## config.mk

```make
export PLATFORM = sky130hd
export DESIGN_NAME = div_unit
export DESIGN_NICKNAME = d
export VERILOG_FILES = /design/src/rtl/div_unit_pkg.sv /design/src/rtl/div_unit_step.sv /design/src/rtl/div_unit.sv
export SDC_FILE = /design/constraint.sdc
export NUM_CORES = 1
export LEC_CHECK = 0
export BUFFER_PORTS_ARGS = -buffer_cell sky130_fd_sc_hd__buf_2
export CORE_MARGIN = 10
export CORE_UTILIZATION = 59
export DETAILED_ROUTE_END_ITERATION = 6
export GPL_ROUTABILITY_DRIVEN = 0
export PLACE_DENSITY = 0.76
export SETUP_SLACK_MARGIN = 0.2
export SKIP_CTS_REPAIR_TIMING = 1
export SLEW_MARGIN = 20
export SYNTH_ARGS = -nofsm -noshare
export SYNTH_HDL_FRONTEND = slang
export SYNTH_HIERARCHICAL = 1
export SYNTH_SLANG_ARGS = --single-unit
```

## constraint.sdc

```tcl
create_clock -name clk -period 9.1 [get_ports clk]
set_clock_uncertainty 0.2 [all_clocks]
set_input_delay 1.82 -clock clk [delete_from_list [all_inputs] [get_ports clk]]
set_output_delay 1.82 -clock clk [all_outputs]
set_load 0.1 [all_outputs]
```

## src/rtl/div_unit_pkg.sv

```systemverilog
// Shared definitions for the signed iterative divider: FSM encoding,
// default operand width and iteration-counter sizing.
package div_unit_pkg;

    localparam int DIV_WIDTH = 32;

    // The iteration counter has one spare bit above the index range.
    function automatic int cnt_width(input int w);
        return $clog2(w) + 1;
    endfunction

    localparam int DIV_CNT_W = cnt_width(DIV_WIDTH);

    typedef enum logic [1:0] {
        S_IDLE = 2'd0,
        S_CALC = 2'd1,
        S_FIX  = 2'd2,
        S_DONE = 2'd3
    } div_state_e;

endpackage

```

## src/rtl/div_unit_step.sv

```systemverilog
// One restoring-division iteration: shift the next dividend bit into the
// partial remainder and subtract the divisor when it fits.
module div_step #(
    parameter int WIDTH = 32
) (
    input  logic [WIDTH-1:0] rem_in,
    input  logic             bit_in,
    input  logic [WIDTH-1:0] divisor,
    output logic [WIDTH-1:0] rem_out,
    output logic             q_bit
);

    logic [WIDTH:0] trial;
    logic [WIDTH:0] diff;

    // The remainder is always below the divisor, so the shifted trial value
    // fits in WIDTH+1 bits and the borrow bit tells whether it fits.
    always_comb begin
        trial   = {rem_in, bit_in};
        diff    = trial - {1'b0, divisor};
        q_bit   = ~diff[WIDTH];
        rem_out = q_bit ? diff[WIDTH-1:0] : trial[WIDTH-1:0];
    end

endmodule

```

## src/rtl/div_unit.sv

```systemverilog
// Signed divider (MIPS DIV semantics): WIDTH cycles of unsigned restoring
// division on operand magnitudes, a sign-fix cycle, then a result cycle.
module div_unit
    import div_unit_pkg::*;
#(
    parameter int WIDTH = DIV_WIDTH
) (
    input  logic             clk,
    input  logic             reset_n,
    input  logic             start,
    input  logic [WIDTH-1:0] dividend,
    input  logic [WIDTH-1:0] divisor,
    output logic             busy,
    output logic             done,
    output logic             div_zero,
    output logic [WIDTH-1:0] div_high_out,
    output logic [WIDTH-1:0] div_low_out
);

    localparam int CNT_W = cnt_width(WIDTH);

    div_state_e       state, state_next;
    logic [CNT_W-1:0] cnt;
    logic [WIDTH-1:0] rem_q;
    logic [WIDTH-1:0] quo_q;
    logic [WIDTH-1:0] dvs_q;
    logic             neg_quo;
    logic             neg_rem;

    logic [WIDTH-1:0] dvd_mag;
    logic [WIDTH-1:0] dvs_mag;
    logic [WIDTH-1:0] step_rem;
    logic             step_q;
    logic             accept;
    logic             zero_dvs;

    assign dvd_mag  = dividend[WIDTH-1] ? -dividend : dividend;
    assign dvs_mag  = divisor[WIDTH-1]  ? -divisor  : divisor;
    assign zero_dvs = (divisor == '0);

    // busy stays high through the done cycle, so it also blocks a start
    // arriving while the result is being presented.
    assign accept = (state == S_IDLE) && start && !busy;

    // quo_q starts as the dividend magnitude; its MSB feeds each step and
    // quotient bits shift in at the LSB.
    div_step #(.WIDTH(WIDTH)) u_step (
        .rem_in  (rem_q),
        .bit_in  (quo_q[WIDTH-1]),
        .divisor (dvs_q),
        .rem_out (step_rem),
        .q_bit   (step_q)
    );

    // State register.
    always_ff @(posedge clk) begin
        if (!reset_n) state <= S_IDLE;
        else          state <= state_next;
    end

    // Next-state logic.
    always_comb begin
        state_next = state;
        case (state)
            S_IDLE: if (accept) state_next = zero_dvs ? S_DONE : S_CALC;
            S_CALC: if (cnt == CNT_W'(WIDTH-1)) state_next = S_FIX;
            S_FIX:  state_next = S_DONE;
            S_DONE: state_next = S_IDLE;
            default: state_next = S_IDLE;
        endcase
    end

    // Datapath, status flags and result registers.
    always_ff @(posedge clk) begin
        if (!reset_n) begin
            busy         <= 1'b0;
            done         <= 1'b0;
            div_zero     <= 1'b0;
            div_high_out <= '0;
            div_low_out  <= '0;
            cnt          <= '0;
            rem_q        <= '0;
            quo_q        <= '0;
            dvs_q        <= '0;
            neg_quo      <= 1'b0;
            neg_rem      <= 1'b0;
        end else begin
            done <= 1'b0;
            case (state)
                S_IDLE: begin
                    busy <= 1'b0;
                    if (accept) begin
                        busy     <= 1'b1;
                        div_zero <= zero_dvs;
                        done     <= zero_dvs;
                        cnt      <= '0;
                        rem_q    <= '0;
                        quo_q    <= dvd_mag;
                        dvs_q    <= dvs_mag;
                        neg_quo  <= dividend[WIDTH-1] ^ divisor[WIDTH-1];
                        neg_rem  <= dividend[WIDTH-1];
                    end
                end
                S_CALC: begin
                    rem_q <= step_rem;
                    quo_q <= {quo_q[WIDTH-2:0], step_q};
                    cnt   <= cnt + CNT_W'(1);
                end
                S_FIX: begin
                    if (neg_quo) quo_q <= -quo_q;
                    if (neg_rem) rem_q <= -rem_q;
                end
                S_DONE: begin
                    // A divide-by-zero already pulsed done on acceptance;
                    // it just releases busy and leaves the results alone.
                    if (div_zero) begin
                        busy <= 1'b0;
                    end else begin
                        done         <= 1'b1;
                        div_high_out <= rem_q;
                        div_low_out  <= quo_q;
                    end
                end
                default: ;
            endcase
        end
    end

endmodule

```

; Yosys cells after proc, flatten, opt, wreduce, memory -nomap -nowiden
; Index checks and enable logic that the tools add are counted.
; W data, S select, Z words.
[classes]
n_eq_ne = 9
n_reduce_logical = 15
muxes = 21
bitwise_logic = 3
n_addsub = 6
[op_table]
columns = op, n
row1 = $mux W32, 7
row2 = $pmux W32 S3, 2
row3 = $neg A32 Y32, 4
row4 = $sub A33 B32 Y33, 1
row5 = $logic_not A32 Y1, 1
row6 = $pmux W6 S2, 1
row7 = $ne A2 B2 Y1 const B, 5
row8 = $reduce_and A2 Y1, 5
row9 = $pmux W2 S4, 1
row10 = $add A6 B1 Y6 const B, 1
row11 = $eq A6 B5 Y1 const B, 1
row12 = $mux W2, 3
row13 = $mux W6, 1
row14 = $reduce_and A3 Y1, 2
row15 = $eq A2 B2 Y1 const B, 2
row16 = $mux W1, 4
row17 = $pmux W1 S2, 2
row18 = $reduce_bool A2 Y1, 2
row19 = $reduce_bool A3 Y1, 1
row20 = $eq A2 B1 Y1 const B, 1
row21 = $logic_and A1 B1 Y1, 2
row22 = $logic_not A2 Y1, 1
row23 = $not A1 Y1, 2
row24 = $logic_not A1 Y1, 1
row25 = $xor A1 B1 Y1, 1
[word_totals]
register_bits = 173
out_inout_bits = 67
inputBits = 67

; Logic depth before layout (Yosys ltp)
; Gate-level depths: netlist of run 1.
[logic_depth]
word_depth = 5
depth_mapped = 18

; Cells and area by module
; Netlist of run 1, hierarchy kept.
[by_module_without_submodules]
columns = module, cells_each, instances, area_per_inst_um2
row1 = div_unit, 1246, 1, 9534.1
row2 = div_step, 311, 1, 2255.9

; Worst setup path before layout of run 1
; Ideal clock, no wire load.
[synth_path]
path_type = input to register
start = in divisor[8]
end = reg dvs_q[28]
setup_ns = 0.133
setup_slack_ns = 4.724
arrival_time_ns = 4.044
stages = 7
cell_sequence = or4_4 -> or4_4 -> buf_6 -> or4_4 -> o31a_2 -> xnor2_1 -> a21oi_1
[synth_via]
elab_chain_len = 2
[synth_lines]
columns = element, line
row1 = from (decl), div_unit.sv:12  ; input logic [WIDTH-1:0] divisor,
row2 = $neg A32 Y32, div_unit.sv:38  ; assign dvs_mag = divisor[WIDTH-1] ? -divisor : divisor;
row3 = $mux W32, div_unit.sv:38
row4 = to (signal assigned), div_unit.sv:99  ; dvs_q <= dvs_mag;
row5 = to (decl), div_unit.sv:26  ; logic [WIDTH-1:0] dvs_q;
; No other way between the ends.
; A chain may end at the register's enable or synchronous reset.

; Worst setup path in the final report of run 1
[layout_path]
start = reg quo_q[31]
end = reg rem_q[16]
[layout_via]
elab_chain_len = 3
[layout_lines]
columns = element, line
row1 = from (decl), div_unit.sv:25  ; logic [WIDTH-1:0] quo_q;
row2 = from (signal assigned), div_unit.sv:98  ; quo_q <= dvd_mag;
row3 = from (signal assigned), div_unit.sv:106  ; quo_q <= {quo_q[WIDTH-2:0], step_q};
row4 = from (signal assigned), div_unit.sv:110  ; if (neg_quo) quo_q <= -quo_q;
row5 = $sub A33 B32 Y33, div_unit_step.sv:20  ; diff = trial - {1'b0, divisor};
row6 = $mux W32, div_unit_step.sv:22  ; rem_out = q_bit ? diff[WIDTH-1:0] : trial[WIDTH-1:0];
row7 = net step_rem[16], div_unit.sv:32  ; logic [WIDTH-1:0] step_rem;
row8 = $pmux W32 S3, div_unit.sv:89  ; case (state)
row9 = to (signal assigned), div_unit.sv:105  ; rem_q <= step_rem;
row10 = to (signal assigned), div_unit.sv:111  ; if (neg_rem) rem_q <= -rem_q;
row11 = to (decl), div_unit.sv:24  ; logic [WIDTH-1:0] rem_q;
; The timed path passes the listed nets, and every way through them passes these cells.

==> flow_metrics.tcl, run 1 <==
set metrics [dict create \
    rsz0062_at_grt "false" \
    ant_nets 0 \
    antenna_found_initial 0 \
    synthAdderAreaFrac_pct 4.63 \
    power-per-cell-area_nw_per_um2 289 \
    final_cell_area_um2 13100 \
    syn-num-nets 1667 \
    setup_violations 0 \
    postSynthCellCount 1557 \
    yosys_warnings 6 \
    fill_cells 1742 \
    die_x_um 161 \
    worstPathMaxFanout 22 \
    initial_core_util_pct 60.2 \
    placed_area_um2 12500 \
    timing.final.crit_share_pct 49.5 \
    tightest_slew_ns 0.953 \
    placed_cells_incl_taps 1863 \
    synth_top_area_cell "dfxtp_1" \
    die-area_um2 26000 \
    clock.fmax_mhz 222 \
    fin_tns_setup_ns 0 \
    fin_cells 1895 \
    clockBufferDepth 2 \
    relSlewSlack_pct 36.3 \
    worst_setup_path_start_kind "flop" \
    ys_seq_area_share_pct 29.4 \
    final_hold_viol_count 0 \
    end_kind "flop" \
    finalWorstSetupSlack_ns 4.59 \
    root_buffer "clkbuf_16" \
    status "completed" \
    core_area_um2 19600 \
    cts.sinks 173 \
    via_per_inst 6.30 \
    muxShareOfSynthArea_pct 3.54 \
    drv_cap 0 \
    p_leak_nw 5.24 \
    syn-cell-area_um2 11800 \
    drc 0 \
    cp_cell_sequence "inv_1 > ha_1 > fa_1 > and2b_1 > o2111ai_1 > a21oi_2 > o2111ai_1 > a211oi_2 > nor2_2 > mux2i_1 > buf_4 > and2_4 > inv_2 > mux2_4 > and3_1 > a21oi_1 > o22ai_1" \
    grt_max_degree 78 \
    synth-seq-cells 173 \
    drtIter0Drc 1303 \
    cp_slowest_stage_delay_ns 0.48 \
    dr_total_vias 11900 \
    htreeDepth 4 \
    synth_edf_count 0 \
    critical_path_class "reg -> reg" \
    io_buffers 133 \
    grt_pass1_vias 10600 \
    place_hpwl_um 25500 \
    crit_buf_inv 3 \
    diodes 0 \
    die_h_um 161 \
    synth_xor_area_share_pct 8.17 \
    synth_simple_gate_area_share_pct 23.3 \
    drt_first_pass_iters 6 \
    synth_top_family_by_area "compound AO/OA/AOI/OAI gates" \
    place_ws_ns 4.29 \
    cp.required_ns 9.19 \
    critPathSlowestCell "inv_2" \
    ys.flop_type "dfxtp_1" \
    critical_path.top_delay_family "compound AO/OA/AOI/OAI gates" \
    clkSlewWorstSetupHoldPaths_ns 0.07 \
    fin_crit_ns 4.51 \
    arrival_ns 4.60 \
    rows 51 \
    clock_latency_ns 0.45 \
    finalMaxSlewViolations 0 \
    avgSynthCellArea_um2 7.57 \
    area_delta_synth_final_pct 11.2 \
    cp_common_cell "o2111ai_1" \
    drive_gt1_share_pct 14.1 \
    cts_tree "yes" \
    synth-compound-area-share_pct 25.5 \
    grt_pass1_wl_um 56000 \
    io_pins 134 \
    synthDistinctLibCells 78 \
    peakVddDrop_uv 246 \
    synth_top_area_share_pct 29.4 \
    grt.overflow.total 0 \
    layout.nets 1727 \
    avgRoutedWirePerCell_um 18.4 \
    hold_class "reg -> reg" \
    synth.top_cells.by_count "nand2_1 (223), dfxtp_1 (173), a21oi_1 (156), clkbuf_1 (98), o21ai_0 (92)" \
    gr-usage-all-layers_pct 25.8 \
    routed_wl_um 34900 \
    yosysMostFrequentCell "nand2_1" \
    cts_made_buffers 17 \
    async_flop_share_pct 0 \
    synth.area.top_cells "dfxtp_1 (29%), nand2_1 (7.1%), a21oi_1 (6.6%)" \
]
-- routing by layer --
| metal | global-route usage [%] | vias up | share of wire, % |
|---|---|---|---|
| met4 | 6.24 | 0 | 1.1 |
| met1 | 39.0 | 5380 | 47 |
| met5 | 0 | - | 0 |
| li1 | - | 5789 | - |
| met2 | 33.3 | 718 | 38 |
| met3 | 9.05 | 47 | 14 |
-- layout make-up --
cell class | instances | area [um^2] | area share, %
clock buffers | 17 | 425 | 3.24
clock inverters | 15 | 175 | 1.34
inverters | 56 | 211 | 1.61
multi-input cells | 1219 | 7710 | 58.8
flip-flops and latches | 173 | 3460 | 26.4
well taps | 265 | 332 | 2.53
repair buffers | 150 | 793 | 6.05
-- tightest hold or removal path: stages, from the launching register on --
cell and delay, ns:
dfxtp_1 0.31, nand2_1 0.05, a21oi_1 0.05
-- logic make-up (layout without fill, tap and decap cells) --
| family | after synthesis | after routing |
|---|---|---|
| adders and majority gates | 43 | 43 |
| muxes | 32 | 32 |
| buffers and inverters | 165 | 238 |
| and+or+nand+nor | 560 | 560 |
| DFF | 173 | 173 |
| xor gates and xnor gates | 110 | 110 |
| AOI/OAI and AO/OA | 474 | 474 |
-- metrics by stage --
stage | power [mW] | hold WS [ns] | util (%)
final | 3.78 | 0.252 | 66.9
after global routing | 4.02 | 0.268 | 66.9
after CTS | 3.73 | 0.254 | 66.9
after detailed placement | 2.99 | 0.244 | 63.9
after global placement | 2.96 | 0.240 | 63.9
after floorplan | 2.54 | 0.232 | -
-- power by group --
group | total (mW) | leakage [nW] | switching, mW | internal, mW
registers | 1.05 | 1.41 | 0.168 | 0.879
logic | 2.00 | 3.54 | 1.26 | 0.741
clock network | 0.736 | 0.293 | 0.366 | 0.370
-- worst paths after layout --
kind / from / end / slack, ns / cells past startpoint
min: div_low_out[13]$_SDFFE_PN0P_ / div_low_out[13]$_SDFFE_PN0P_ / 0.25 / 2
min reg2reg: div_low_out[13]$_SDFFE_PN0P_ / div_low_out[13]$_SDFFE_PN0P_ / 0.25 / 2
max reg2reg: quo_q[31]$_SDFFE_PN0P_ / rem_q[16]$_SDFFE_PN0P_ / 4.59 / 17
max: quo_q[31]$_SDFFE_PN0P_ / rem_q[16]$_SDFFE_PN0P_ / 4.59 / 17
-- registers in the layout, summed over array words and instances, names as in the netlist --
signal	count
div_high_out	32
div_low_out	32
dvs_q	32
quo_q	32
rem_q	32
cnt	6
state	2
busy	1
div_zero	1
done	1
neg_quo	1
neg_rem	1
-- layout by cell type, fill, tap and decap left out, types with 10 or more instances in the layout --
master and n:
ha_1 42, dfxtp_1 173, nand2_1 223, a21oi_1 156
o21ai_1 13, a211oi_1 27, nand2b_1 12, and2_1 13
inv_1 52, nor2_1 84, clkbuf_16 17, o21ai_0 91
xnor2_1 49, nand3_1 55, and3_1 19, a31oi_1 14
or4_1 19, or3_1 17, buf_2 133, a221oi_1 21
nor4_1 17, buf_4 17, o41ai_1 16, xor2_1 61
o31ai_1 24, nor3_1 35, o22ai_1 10, nand4_1 17
a21o_1 21, mux2i_1 11, mux2_4 19
Note: power is estimated with default switching activity, not from simulation.
==> run 2, diff against run 1 <==
--- a/config.mk
+++ b/config.mk
@@ -7,10 +7,10 @@
 export LEC_CHECK = 0
 export BUFFER_PORTS_ARGS = -buffer_cell sky130_fd_sc_hd__buf_2
 export CORE_MARGIN = 10
-export CORE_UTILIZATION = 59
+export CORE_UTILIZATION = 54
 export DETAILED_ROUTE_END_ITERATION = 6
 export GPL_ROUTABILITY_DRIVEN = 0
-export PLACE_DENSITY = 0.76
+export PLACE_DENSITY = 0.73
 export SETUP_SLACK_MARGIN = 0.2
 export SKIP_CTS_REPAIR_TIMING = 1
 export SLEW_MARGIN = 20
==> constraint.sdc (replaced) <==
create_clock -name clk -period 4 [get_ports clk]
set_clock_uncertainty 0.2 [all_clocks]
set_input_delay 0.8 -clock clk [delete_from_list [all_inputs] [get_ports clk]]
set_output_delay 0.8 -clock clk [all_outputs]
set_load 0.1 [all_outputs]
==> flow_metrics.tcl, run 2 (synthesis gave the netlist of run 1 again) <==
set metrics [dict create \
    status "completed" \
    fin_crit_ns 3.63 \
    tightest_slew_ns 0.889 \
    rr_startpoint "dvs_q[13]$_SDFFE_PN0P_" \
    die_h_um 168 \
    dr_total_vias 12000 \
    layout.nets 1754 \
    critical_path_class "reg -> reg" \
    place_hpwl_um 26100 \
    cp.required_ns 4.10 \
    io_pins 134 \
    cts_made_buffers 17 \
    timing.final.crit_share_pct 90.9 \
    antenna_found_initial 0 \
    holdWs_ns 0.252 \
    worstPathMaxFanout 11 \
    mostFrequentLayoutCells "nand2_1 (223), dfxtp_1 (170), a21oi_1 (156)" \
    rows 54 \
    end_kind "flop" \
    hold_start "div_high_out[5]$_SDFFE_PN0P_" \
    setup_violations 0 \
    p_leak_nw 5.38 \
    holdPathStages 2 \
    peakVddDrop_uv 391 \
    area_delta_synth_final_pct 13.4 \
    drive_gt1_share_pct 15.8 \
    initial_core_util_pct 54.5 \
    ant_nets 0 \
    die_x_um 168 \
    drc 0 \
    arrival_ns 3.74 \
    htreeDepth 4 \
    core_area_um2 21600 \
    placed_area_um2 12800 \
    grt_max_degree 101 \
    clock_latency_ns 0.46 \
    grt_pass1_wl_um 57900 \
    hold_class "reg -> reg" \
    p_total_mw 8.83 \
    grt_pass1_vias 10900 \
    via_per_inst 6.17 \
    grt.overflow.total 0 \
    diodes 0 \
    root_buffer "clkbuf_16" \
    power-per-cell-area_nw_per_um2 661 \
    clkSlewWorstSetupHoldPaths_ns 0.07 \
    fin_tns_setup_ns 0 \
    reg2regPathDepth 16 \
    die-area_um2 28100 \
    drt_first_pass_iters 6 \
    regToRegSetupSlack_ns 0.37 \
    final_hold_viol_count 0 \
    gr-usage-all-layers_pct 24.5 \
    routed_wl_um 36100 \
    fin_util_pct 61.9 \
    drtIter0Drc 1437 \
    min_delay_worst_endpoint "div_high_out[5]$_SDFFE_PN0P_" \
    layout_commonest_cell "nand2_1" \
    drv_cap 0 \
    rsz0062_at_grt "false" \
    avgRoutedWirePerCell_um 18.6 \
    clock.fmax_mhz 275 \
    relSlewSlack_pct 40.2 \
    r2r_end "rem_q[16]$_SDFFE_PN0P_" \
    worst_setup_path_start_kind "flop" \
    final_cell_area_um2 13400 \
    cts.sinks 173 \
    clockBufferDepth 2 \
    finalMaxSlewViolations 0 \
    io_buffers 133 \
    cts_tree "yes" \
]
run 2: cell types whose count changed in the layout (fill, tap and decap cells not counted), sizes merged:
cell,previous run,this run
inv,59,60
clkinv,12,10
buf,150,177
clkbuf,17,18
run 2: how the worst max path moves through the flow:
stage	from	to	slack, ns	depth (start not counted)
floorplan	quo_q[31]$_SDFFE_PN0P_	rem_q[7]$_SDFFE_PN0P_	0.41	17
global placement	quo_q[31]$_SDFFE_PN0P_	rem_q[8]$_SDFFE_PN0P_	0.29	17
detailed placement	quo_q[31]$_SDFFE_PN0P_	rem_q[30]$_SDFFE_PN0P_	0.26	17
CTS	quo_q[31]$_SDFFE_PN0P_	rem_q[16]$_SDFFE_PN0P_	0.24	17
global route	quo_q[31]$_SDFFE_PN0P_	rem_q[16]$_SDFFE_PN0P_	0.22	17
finish	dvs_q[13]$_SDFFE_PN0P_	rem_q[16]$_SDFFE_PN0P_	0.37	16
run 2: worst max-delay path, cell delays in order, from the launching register on:
cell	delay, ns
dfxtp_1	0.33
inv_1	0.06
ha_1	0.37
and4_1	0.27
and3_1	0.20
a221o_1	0.29
a21oi_1	0.19
a211oi_2	0.11
nor2_2	0.15
mux2i_1	0.24
and2_4	0.19
inv_4	0.06
buf_12	0.15
mux2_4	0.29
and3_1	0.14
a21oi_1	0.13
o22ai_1	0.10
run 2: metrics by stage:
step           worst slack, ns  std cells
2_1_floorplan            0.410       1557
3_3_place_gp             0.289       1905
3_5_place_dp             0.260       1905
4_1_cts                  0.242       1937
5_1_grt                  0.225       1937
6_report                 0.365       1937
run 2: final cells by class:
type | count | area (um^2)
Timing Repair Buffer | 177 | 1020
Inverter | 56 | 214
Fill cell | 1981 | 8250
Tap cell | 280 | 350
Sequential cell | 173 | 3470
Clock inverter | 14 | 165
Clock buffer | 18 | 439
Multi-Input combinational cell | 1219 | 7720
run 2: power breakdown:
| group | total, mW | switching [mW] | internal (mW) |
|---|---|---|---|
| Sequential | 2.36 | 0.355 | 2.00 |
| Combinational | 4.78 | 3.00 | 1.78 |
| Clock | 1.70 | 0.841 | 0.861 |
run 2: metal layers:
metal	global-route usage [%]	vias up	wire (um)
met5	0	-	0
met1	37.6	5501	17500
met2	32.4	597	13900
met3	7.14	26	4410
met4	5.26	0	335
li1	-	5831	-
==> run 3, diff against run 2 <==
==> constraint.sdc (replaced) <==
create_clock -name clk -period 3.3 [get_ports clk]
set_clock_uncertainty 0.2 [all_clocks]
set_input_delay 0.66 -clock clk [delete_from_list [all_inputs] [get_ports clk]]
set_output_delay 0.66 -clock clk [all_outputs]
set_load 0.1 [all_outputs]
==> flow_metrics.tcl, run 3 (synthesis gave the netlist of run 1 again) <==
set metrics [dict create \
    status "finished with violations" \
    failed_checks "DRC, setup timing" \
    grt_pass1_wl_um 60300 \
    power_frac_seq_pct 25.3 \
    multi_input_area_um2 7880 \
    final_hold_viol_count 0 \
    hold_class "reg -> reg" \
    tightest_slew_ns 0.815 \
    holdWs_ns 0.251 \
    setup_violations 30 \
    root_buffer "clkbuf_16" \
    drt_first_pass_iters 7 \
    drc 1 \
    critical_path_class "reg -> reg" \
    timing.final.crit_share_pct 110 \
    cts_made_buffers 17 \
    die_x_um 168 \
    die_h_um 168 \
    cp_common_cell "o2111ai_2" \
    fill_cells 1924 \
    rows 54 \
    drv_cap 0 \
    place_hpwl_um 27700 \
    placed_area_um2 13300 \
    gr-usage-all-layers_pct 25.4 \
    p_sw_mw 5.34 \
    cts_tree "yes" \
    cts.sinks 173 \
    ant_nets 0 \
    cp_slowest_stage_delay_ns 0.36 \
    peakVddDrop_uv 616 \
    p_int_mw 5.98 \
    clock.fmax_mhz 276 \
    io_pins 134 \
    p_clk_share_pct 18.1 \
    arrival_ns 3.74 \
    worst_setup_path_start_kind "flop" \
    final_cell_area_um2 14100 \
    core_area_um2 21600 \
    grt.overflow.total 0 \
    layout_commonest_cell "nand2_1" \
    dr_total_vias 12500 \
    area_delta_synth_final_pct 19.7 \
    grt_pass1_vias 11300 \
    rsz0062_at_grt "true" \
    fin_cells 2009 \
    finalMaxSlewViolations 0 \
    grt_max_degree 66 \
    power-per-cell-area_nw_per_um2 802 \
    regToRegSetupSlack_ns -0.32 \
    layout.nets 1826 \
    routed_wl_um 38000 \
    fin_crit_ns 3.62 \
    io_buffers 133 \
    swShare_pct 47.1 \
    p_comb_share_pct 56.7 \
    avgRoutedWirePerCell_um 18.9 \
    die-area_um2 28100 \
    p_leak_nw 5.77 \
    antenna_found_initial 0 \
    clockBufferDepth 2 \
    mostFrequentLayoutCells "nand2_1 (223), dfxtp_1 (169), a21oi_1 (146)" \
    cp.required_ns 3.42 \
    clock_latency_ns 0.43 \
    fin_tns_setup_ns -5.78 \
    drive_gt1_share_pct 20.9 \
    via_per_inst 6.23 \
    initial_core_util_pct 54.5 \
    worstPathMaxFanout 19 \
    place_ws_ns -0.286 \
    drtIter0Drc 1548 \
    cp_cell_sequence "inv_2 > ha_4 > fa_2 > and2b_1 > o2111ai_2 > a21oi_2 > o2111ai_2 > a211oi_2 > nor2_2 > mux2i_1 > and2_4 > inv_8 > buf_12 > mux2_4 > and2_1 > a211o_1" \
    critPathSlowestCell "fa_2" \
    finalWorstSetupSlack_ns -0.317 \
    htreeDepth 4 \
    end_kind "flop" \
    clkSlewWorstSetupHoldPaths_ns 0.08 \
    placed_cells_incl_taps 1971 \
    seqCellArea_um2 3470 \
    relSlewSlack_pct 45.7 \
    diodes 0 \
]
[run 3: worst max-delay path, delay by kind of cell, from the launching register on]
family,cells,cell delay (ns)
AO/OA/AOI/OAI,5,0.97
multiplexers,2,0.52
buffers and inverters,3,0.28
flip-flops,1,0.34
adder cells (fa/ha/maj),2,0.52
AND/OR/NAND/NOR,4,0.70
[run 3: stage by stage]
stage	power, mW	util [%]
after floorplan	7.09	-
after global placement	8.75	61.6
after detailed placement	8.87	61.6
after CTS	10.9	64.4
after global routing	12.0	65.3
final	11.3	65.3
[run 3: power groups by stage]
stage	Combinational, mW	Sequential [mW]	Clock, mW
2_1_floorplan	4.20	2.89	0
3_3_place_gp	5.89	2.86	0
3_5_place_dp	5.99	2.87	0
4_1_cts	6.05	2.83	2.06
5_1_grt	6.92	2.90	2.14
6_report	6.42	2.86	2.04
[run 3: area by class of cell]
cell class,count,share of cell area (%)
clock buffer,17,3.01
clock inverter,15,1.25
inverter,56,1.55
multi-input combinational,1219,55.9
sequential,173,24.6
tap,280,2.48
timing repair buffer,249,11.3
[run 3: routing by layer]
metal  part of all wire (%)  GRT usage [%]  up-vias
met5                      0              0        -
met4                    1.2           5.49        0
met3                     11           5.62       34
met2                     40           34.7      690
met1                     48           39.0     5814
li1                       -              -     5982
[run 3: path summary, 6_finish.rpt]
| path | start | to | cells after the start |
|---|---|---|---|
| worst max-delay path | quo_q[31]$_SDFFE_PN0P_ | rem_q[26]$_SDFFE_PN0P_ | 16 |
| worst max register to register | quo_q[31]$_SDFFE_PN0P_ | rem_q[26]$_SDFFE_PN0P_ | 16 |
| worst min-delay path | div_low_out[8]$_SDFFE_PN0P_ | div_low_out[8]$_SDFFE_PN0P_ | 2 |
| worst min register to register | div_low_out[8]$_SDFFE_PN0P_ | div_low_out[8]$_SDFFE_PN0P_ | 2 |
